**src/rtl/y86_pkg.sv**
```systemverilog
// Shared Y86-64 fetch definitions: opcode values, the empty-register code, the
// fetch sequencer state encoding and the instruction-length table.
package y86_pkg;

  localparam logic [3:0] I_HALT   = 4'h0;
  localparam logic [3:0] I_NOP    = 4'h1;
  localparam logic [3:0] I_RRMOVQ = 4'h2;
  localparam logic [3:0] I_IRMOVQ = 4'h3;
  localparam logic [3:0] I_RMMOVQ = 4'h4;
  localparam logic [3:0] I_MRMOVQ = 4'h5;
  localparam logic [3:0] I_OPQ    = 4'h6;
  localparam logic [3:0] I_JXX    = 4'h7;
  localparam logic [3:0] I_CALL   = 4'h8;
  localparam logic [3:0] I_RET    = 4'h9;
  localparam logic [3:0] I_PUSHQ  = 4'hA;
  localparam logic [3:0] I_POPQ   = 4'hB;
  localparam logic [3:0] I_IADDQ  = 4'hC;

  localparam logic [3:0] REG_NONE = 4'hF;

  typedef enum logic [2:0] {
    StIdle,
    StFetch,
    StPresent,
    StWaitPc,
    StHalted
  } fetch_state_e;

  // Unknown opcodes are treated as one-byte so fetch ends right after byte 0.
  function automatic logic [3:0] instr_len(input logic [3:0] icode);
    case (icode)
      I_HALT, I_NOP, I_RET:                  return 4'd1;
      I_RRMOVQ, I_OPQ, I_PUSHQ, I_POPQ:      return 4'd2;
      I_IRMOVQ, I_RMMOVQ, I_MRMOVQ, I_IADDQ: return 4'd10;
      I_JXX, I_CALL:                         return 4'd9;
      default:                               return 4'd1;
    endcase
  endfunction

endpackage

```
**src/rtl/fetch_len_decode.sv**
```systemverilog
// Combinational icode decode: instruction length, which optional fields are
// present, and whether the opcode is defined.
module fetch_len_decode
  import y86_pkg::*;
(
  input  logic [3:0] icode_i,
  output logic [3:0] len_o,
  output logic       has_regs_o,
  output logic       has_const_o,
  output logic       invalid_o
);

  assign len_o       = instr_len(icode_i);
  assign has_regs_o  = (len_o == 4'd2) || (len_o == 4'd10);
  assign has_const_o = (len_o == 4'd9) || (len_o == 4'd10);
  assign invalid_o   = icode_i > I_IADDQ;

endmodule

```
**src/rtl/fetch_sequencer.sv**
```systemverilog
// Y86-64 byte-serial instruction fetch with valid/ready presentation to decode.
// Define FETCH_PERF_EN to add saturating instr_count / stall_cycles counters.
module fetch_sequencer
  import y86_pkg::*;
#(
  parameter logic [63:0] ADDR_LIMIT = 64'd8191
) (
  input  logic        clk,
  input  logic        reset,
  input  logic        start,
  input  logic [63:0] start_pc,
  input  logic        pc_next_valid,
  input  logic [63:0] pc_next,
  output logic        imem_rd_en,
  output logic [63:0] imem_addr,
  input  logic [7:0]  imem_rdata,
  output logic        out_valid,
  input  logic        out_ready,
  output logic [3:0]  icode,
  output logic [3:0]  ifun,
  output logic [3:0]  rA,
  output logic [3:0]  rB,
  output logic [63:0] valC,
  output logic [63:0] valP,
  output logic [63:0] pc_out,
  output logic        halt,
  output logic        invalid_instr,
  output logic        imem_error,
  output logic        busy
`ifdef FETCH_PERF_EN
  ,
  output logic [31:0] instr_count,
  output logic [31:0] stall_cycles
`endif
);

  fetch_state_e state_q, state_d;
  logic [63:0]  pc_q, pc_d;
  logic [3:0]   cnt_q, cnt_d;        // next byte index to issue
  logic         rd_pend_q, rd_pend_d;
  logic [3:0]   rd_idx_q, rd_idx_d;  // byte index of the read returning this cycle
  logic [3:0]   icode_q, icode_d, ifun_q, ifun_d, ra_q, ra_d, rb_q, rb_d;
  logic [63:0]  valc_q, valc_d, valp_q, valp_d;
  logic         out_valid_q, out_valid_d;
  logic         halt_q, halt_d, invalid_q, invalid_d, err_q, err_d;

  logic         byte0_now;
  logic [3:0]   icode_cur, len_cur, const_idx;
  logic         has_regs_cur, has_const_cur, invalid_cur;
  logic [64:0]  issue_addr;
  logic         issue_oob, fetch_begin, enter_present, issue_err;

  // Byte 0 is decoded the cycle it returns so byte 1 can issue without a gap.
  assign byte0_now = rd_pend_q && (rd_idx_q == 4'd0);
  assign icode_cur = byte0_now ? imem_rdata[7:4] : icode_q;

  fetch_len_decode u_len_decode (
    .icode_i     (icode_cur),
    .len_o       (len_cur),
    .has_regs_o  (has_regs_cur),
    .has_const_o (has_const_cur),
    .invalid_o   (invalid_cur)
  );

  assign const_idx  = has_regs_cur ? rd_idx_q - 4'd2 : rd_idx_q - 4'd1;
  assign issue_addr = {1'b0, pc_q} + {61'd0, cnt_q};
  // A carry out of the 64-bit sum is a wrapped address and is out of range.
  assign issue_oob  = issue_addr[64] || (issue_addr[63:0] > ADDR_LIMIT);

  always_comb begin
    state_d       = state_q;
    pc_d          = pc_q;
    cnt_d         = cnt_q;
    rd_pend_d     = 1'b0;
    rd_idx_d      = rd_idx_q;
    icode_d       = icode_q;
    ifun_d        = ifun_q;
    ra_d          = ra_q;
    rb_d          = rb_q;
    valc_d        = valc_q;
    valp_d        = valp_q;
    out_valid_d   = out_valid_q;
    halt_d        = halt_q;
    invalid_d     = invalid_q;
    err_d         = err_q;
    imem_rd_en    = 1'b0;
    imem_addr     = '0;
    fetch_begin   = 1'b0;
    enter_present = 1'b0;
    issue_err     = 1'b0;

    unique case (state_q)
      StIdle, StHalted: begin
        if (start) begin
          pc_d        = start_pc;
          fetch_begin = 1'b1;
        end
      end
      StFetch: begin
        if (rd_pend_q) begin
          if (rd_idx_q == 4'd0) begin
            icode_d = imem_rdata[7:4];
            ifun_d  = imem_rdata[3:0];
          end else if (has_regs_cur && (rd_idx_q == 4'd1)) begin
            ra_d = imem_rdata[7:4];
            rb_d = imem_rdata[3:0];
          end else if (has_const_cur) begin
            for (int b = 0; b < 8; b++) begin
              if (const_idx == 4'(b)) valc_d[8*b +: 8] = imem_rdata;
            end
          end
        end
        if ((cnt_q == 4'd0) || (cnt_q < len_cur)) begin
          if (issue_oob) begin
            issue_err     = 1'b1;
            enter_present = 1'b1;
          end else begin
            imem_rd_en = 1'b1;
            imem_addr  = issue_addr[63:0];
            cnt_d      = cnt_q + 4'd1;
            rd_pend_d  = 1'b1;
            rd_idx_d   = cnt_q;
          end
        end else begin
          enter_present = 1'b1;
        end
      end
      StPresent: begin
        if (out_ready) begin
          out_valid_d = 1'b0;
          state_d     = (halt_q || invalid_q || err_q) ? StHalted : StWaitPc;
        end
      end
      StWaitPc: begin
        if (pc_next_valid) begin
          pc_d        = pc_next;
          fetch_begin = 1'b1;
        end
      end
      default: state_d = StIdle;
    endcase

    if (fetch_begin) begin
      state_d   = StFetch;
      cnt_d     = 4'd0;
      icode_d   = 4'd0;
      ifun_d    = 4'd0;
      ra_d      = REG_NONE;
      rb_d      = REG_NONE;
      valc_d    = '0;
      valp_d    = '0;
      halt_d    = 1'b0;
      invalid_d = 1'b0;
      err_d     = 1'b0;
    end

    if (enter_present) begin
      state_d     = StPresent;
      out_valid_d = 1'b1;
      valp_d      = pc_q + 64'(len_cur);
      err_d       = issue_err;
      invalid_d   = !issue_err && invalid_cur;
      halt_d      = !issue_err && !invalid_cur && (icode_cur == I_HALT);
    end
  end

  always_ff @(posedge clk) begin
    if (reset) begin
      state_q     <= StIdle;
      pc_q        <= '0;
      cnt_q       <= '0;
      rd_pend_q   <= 1'b0;
      rd_idx_q    <= '0;
      icode_q     <= '0;
      ifun_q      <= '0;
      ra_q        <= REG_NONE;
      rb_q        <= REG_NONE;
      valc_q      <= '0;
      valp_q      <= '0;
      out_valid_q <= 1'b0;
      halt_q      <= 1'b0;
      invalid_q   <= 1'b0;
      err_q       <= 1'b0;
    end else begin
      state_q     <= state_d;
      pc_q        <= pc_d;
      cnt_q       <= cnt_d;
      rd_pend_q   <= rd_pend_d;
      rd_idx_q    <= rd_idx_d;
      icode_q     <= icode_d;
      ifun_q      <= ifun_d;
      ra_q        <= ra_d;
      rb_q        <= rb_d;
      valc_q      <= valc_d;
      valp_q      <= valp_d;
      out_valid_q <= out_valid_d;
      halt_q      <= halt_d;
      invalid_q   <= invalid_d;
      err_q       <= err_d;
    end
  end

  assign out_valid     = out_valid_q;
  assign icode         = icode_q;
  assign ifun          = ifun_q;
  assign rA            = ra_q;
  assign rB            = rb_q;
  assign valC          = valc_q;
  assign valP          = valp_q;
  assign pc_out        = pc_q;
  assign halt          = halt_q;
  assign invalid_instr = invalid_q;
  assign imem_error    = err_q;
  assign busy          = (state_q != StIdle) && (state_q != StHalted);

`ifdef FETCH_PERF_EN
  logic [31:0] instr_count_q, instr_count_d, stall_cycles_q, stall_cycles_d;

  always_comb begin
    instr_count_d  = instr_count_q;
    stall_cycles_d = stall_cycles_q;
    if (out_valid_q && out_ready && (instr_count_q != '1)) begin
      instr_count_d = instr_count_q + 32'd1;
    end
    if ((state_q == StPresent) && !out_ready && (stall_cycles_q != '1)) begin
      stall_cycles_d = stall_cycles_q + 32'd1;
    end
  end

  always_ff @(posedge clk) begin
    if (reset) begin
      instr_count_q  <= '0;
      stall_cycles_q <= '0;
    end else begin
      instr_count_q  <= instr_count_d;
      stall_cycles_q <= stall_cycles_d;
    end
  end

  assign instr_count  = instr_count_q;
  assign stall_cycles = stall_cycles_q;
`endif

endmodule

```
**config.mk**
```make
export PLATFORM = sky130hd
export DESIGN_NAME = fetch_sequencer
export DESIGN_NICKNAME = d
export VERILOG_FILES = /design/src/rtl/y86_pkg.sv /design/src/rtl/fetch_len_decode.sv /design/src/rtl/fetch_sequencer.sv
export SDC_FILE = /design/constraint.sdc
export NUM_CORES = 1
export LEC_CHECK = 0
export CAP_MARGIN = 40
export CORE_AREA = 2 2 176 178
export CTS_CLUSTER_DIAMETER = 100
export DETAILED_ROUTE_END_ITERATION = 12
export DIE_AREA = 0 0 178 180
export PLACE_DENSITY = 0.77
export SYNTH_ARGS = -nofsm -noshare
export SYNTH_HDL_FRONTEND = slang
export SYNTH_SLANG_ARGS = --single-unit
```
**constraint.sdc**
```tcl
create_clock -name clk -period 9 [get_ports clk]
set_input_delay 1.8 -clock clk [delete_from_list [all_inputs] [get_ports clk]]
set_output_delay 1.8 -clock clk [all_outputs]
set_load 0.005 [all_outputs]
```
==> results of run 1 <==
-- worst max-delay path, delay by kind of cell --
family          cells  cell delay [ns]
compound gates      3             0.86
fa+ha+maj           1             0.17
buf+inv             4             1.80
mux                 1             0.44
simple gates        5             1.37
-- logic make-up (layout without fill, tap and decap cells) --
group                    count (synthesis)  count (layout)
other                                    1              51
AND/OR/NAND/NOR                        776             776
adder cells (fa/ha/maj)                 17              17
flip-flops                             224             224
multiplexers                           144             144
AO/OA/AOI/OAI                          194             194
buffers and inverters                  229             458
XOR/XNOR                                88              88
-- cell usage in the layout (no fill, tap or decap), types with 11 or more instances in the layout --
cell type / synthesis / layout
nand4_1: 58 / 58
mux2_2: 23 / 23
a21o_1: 12 / 12
nand2_1: 179 / 178
xnor2_1: 53 / 53
xor2_1: 35 / 35
nor3_1: 35 / 35
nand2b_1: 26 / 25
nor3b_1: 32 / 32
clkdlybuf4s50_1: 0 / 366
o31ai_1: 11 / 11
conb_1: 1 / 51
or3_1: 11 / 11
dfxtp_1: 224 / 223
ha_1: 15 / 15
nand3_1: 110 / 110
clkbuf_16: 0 / 24
mux2i_1: 111 / 111
o21ai_0: 16 / 16
a311oi_1: 65 / 65
and3_1: 12 / 12
inv_1: 23 / 23
buf_4: 56 / 24
a21oi_1: 27 / 27
nor4_1: 25 / 25
nor2_1: 236 / 234
-- registers in the layout, indices dropped and copies added, names as in the netlist, 3 cells and up --
register and flops:
valP 64, pc_out 64, icode 4, state_q 3, valC 64, rd_idx_q 4, cnt_q 4, ifun 4
rA 4, rB 4
-- power by group --
group / total [mW] / internal [mW] / switching, mW
logic: 0.863 / 0.411 / 0.452
registers: 1.29 / 1.08 / 0.214
clock network: 1.02 / 0.612 / 0.412
total: 3.18 / 2.10 / 1.08
-- metal layers --
metal | global-route usage, % | vias up | share of wire, % | wire (µm)
met4 | 8.20 | 0 | 2.6 | 1250
li1 | - | 6364 | - | -
met1 | 35.8 | 6401 | 41 | 19700
met5 | 0 | - | 0 | 0
met3 | 5.65 | 88 | 7.8 | 3750
met2 | 50.4 | 609 | 49 | 23600
-- final cells by class --
| type | instances | share of cell area, % |
|---|---|---|
| multi-input cells | 1270 | 45.1 |
| inverters | 23 | 0.485 |
| repair buffers | 392 | 21.8 |
| clock buffers | 33 | 4.01 |
| clock inverters | 10 | 0.646 |
| well taps | 396 | 2.78 |
| flip-flops and latches | 224 | 25.2 |
-- path summary, 6_finish.rpt --
path | from | endpoint
worst min register to register | valP[38] | valP[38]
worst max register to register | cnt_q[0] | valP[32]
worst min-delay path | valP[38] | valP[38]
worst max-delay path | imem_rdata[4] | imem_addr[0]
==> results.sh, run 1 <==
export IMPL_cp_max_fo=15
export IMPL_dieArea_um2=32000
export IMPL_regArea_um2=4490
export IMPL_synthArstFlopShare_pct=0
export IMPL_hpwl_mm=35.9
export IMPL_outcome="finished clean"
export IMPL_power_density_nw_per_um2=179
export IMPL_clockRootBuffer="clkbuf_16"
export IMPL_synth_common_cells="nor2_1 (236), dfxtp_1 (224), nand2_1 (179)"
export IMPL_startpoint_type="input port"
export IMPL_grt_pass1_wl_mm=74.0
export IMPL_finalCritPeriodShare_pct=91.6
export IMPL_critical_path_required_ns=7.20
export IMPL_cp_cell_sequence="clkdlybuf4s50_1 -> mux2_2 -> a2111oi_0 -> buf_4 -> nor2_1 -> ha_1 -> nor3_1 -> a211oi_1 -> a211o_1 -> nor2_1 -> nand3_1 -> inv_1 -> and2_1 -> clkdlybuf4s50_1"
export IMPL_cts_setup_buffers=0
export IMPL_drc=0
export IMPL_ys_flop_type="dfxtp_1"
export IMPL_vdd_drop_max_v=0.000125
export IMPL_max_slew_margin_pct=39.9
export IMPL_crit_arrival_ns=6.45
export IMPL_fin_cells=2348
export IMPL_drive_gt1_share_pct=6.40
export IMPL_initial_core_util_pct=44.5
export IMPL_cpMaxStageDelayCell="clkdlybuf4s50_1"
export IMPL_dp_cells=2305
export IMPL_avgSynthCellArea_um2=8.03
export IMPL_grt_ovfl_total=0
export IMPL_netlist_instances=1673
export IMPL_yosys_top_cells_area="dfxtp_1 (33%), mux2i_1 (8.3%), nor2_1 (6.6%)"
export IMPL_fillers=2694
export IMPL_clk_latency_ns=0.53
export IMPL_drtIter0Drc=947
export IMPL_grt_max_degree=91
export IMPL_nNetsFinal=2093
export IMPL_antenna_found_initial=0
export IMPL_p_leak_nw=6.43
export IMPL_period_needed_ns=8.25
export IMPL_fin_skew_ns=0.0168
export IMPL_dieWidth_um=178
export IMPL_first_pass_iters=6
export IMPL_grt_setup_unrepaired="no"
export IMPL_multi_input_area_um2=8030
export IMPL_worst_r2r_cell_count=15
export IMPL_endpoint_kind="output pin"
export IMPL_yosysMostFrequentCell="nor2_1"
export IMPL_synthAdderAreaFrac_pct=1.69
export IMPL_diodes=0
export IMPL_cts_resized=0
export IMPL_cts_made_buffers=24
export IMPL_yosys_area_share_simple_pct=28.5
export IMPL_num_io_pins=419
export IMPL_coreArea_um2=30200
export IMPL_ant_nets=0
export IMPL_netlist_area_um2=13400
export IMPL_clock_sinks=224
export IMPL_place_ws_ns=0.826
export IMPL_totalPowerFinal_mw=3.18
export IMPL_gp_congestion=0.951
export IMPL_maxSlewViolCount=0
export IMPL_hold_viol=0
export IMPL_clk_transition_reported_paths_ns=0.06
export IMPL_synth_distinct_cells=73
export IMPL_track_usage_pct=28.9
export IMPL_synth_top_family_by_area="simple AND/OR/NAND/NOR gates"
export IMPL_synth_largest_area_cell="dfxtp_1"
export IMPL_fin_ws_ns=0.752
export IMPL_finalSetupViolCount=0
export IMPL_post_drt_wl_per_cell_um=20.6
export IMPL_cts_hold_buf=0
export IMPL_tns_ns=0
export IMPL_synth_compound_area_share_pct=11.1
export IMPL_reg2reg_slack_ns=3.42
export IMPL_min_path_cells=2
export IMPL_critPathKind="in -> out"
export IMPL_tightest_slew_ns=0.894
export IMPL_maxCapViolations=0
export IMPL_portBuffers=367
export IMPL_rows=64
export IMPL_synthMuxAreaShare_pct=11.0
export IMPL_ys_ff_latch=224
export IMPL_yosysSeqAreaShare_pct=33.4
export IMPL_vias=13500
export IMPL_timing_critical_path_slowest_cell_delay_ns=0.76
export IMPL_stdcell_area_um2=17800
export IMPL_cts_tree="built"
export IMPL_hold_class="reg -> reg"
export IMPL_synth_top_area_share_pct=33.4
export IMPL_htreeDepth=1
export IMPL_final_util_pct=59.0
export IMPL_whs_ns=0.461
export IMPL_grt_pass1_vias=13000
export IMPL_synth_xor_area_share_pct=5.73
export IMPL_ys_warn_count=0
export IMPL_synth_edf_count=0
export IMPL_cts_path_max_buffers=3
export IMPL_fmaxAchievable_mhz=121
export IMPL_placed_area_um2=17000
export IMPL_synthToLayoutAreaGrowth_pct=32.5
export IMPL_vias_per_cell=5.73
export IMPL_die_y_um=180
export IMPL_totalWireLength_mm=48.3
(Power assumes the default switching activity.)
==> run 2: changes to the inputs <==
GPL_TIMING_DRIVEN = 1   (was default)
==> results of run 2 <==
The final DEF is identical to that of run 1; final timing and power are the same.
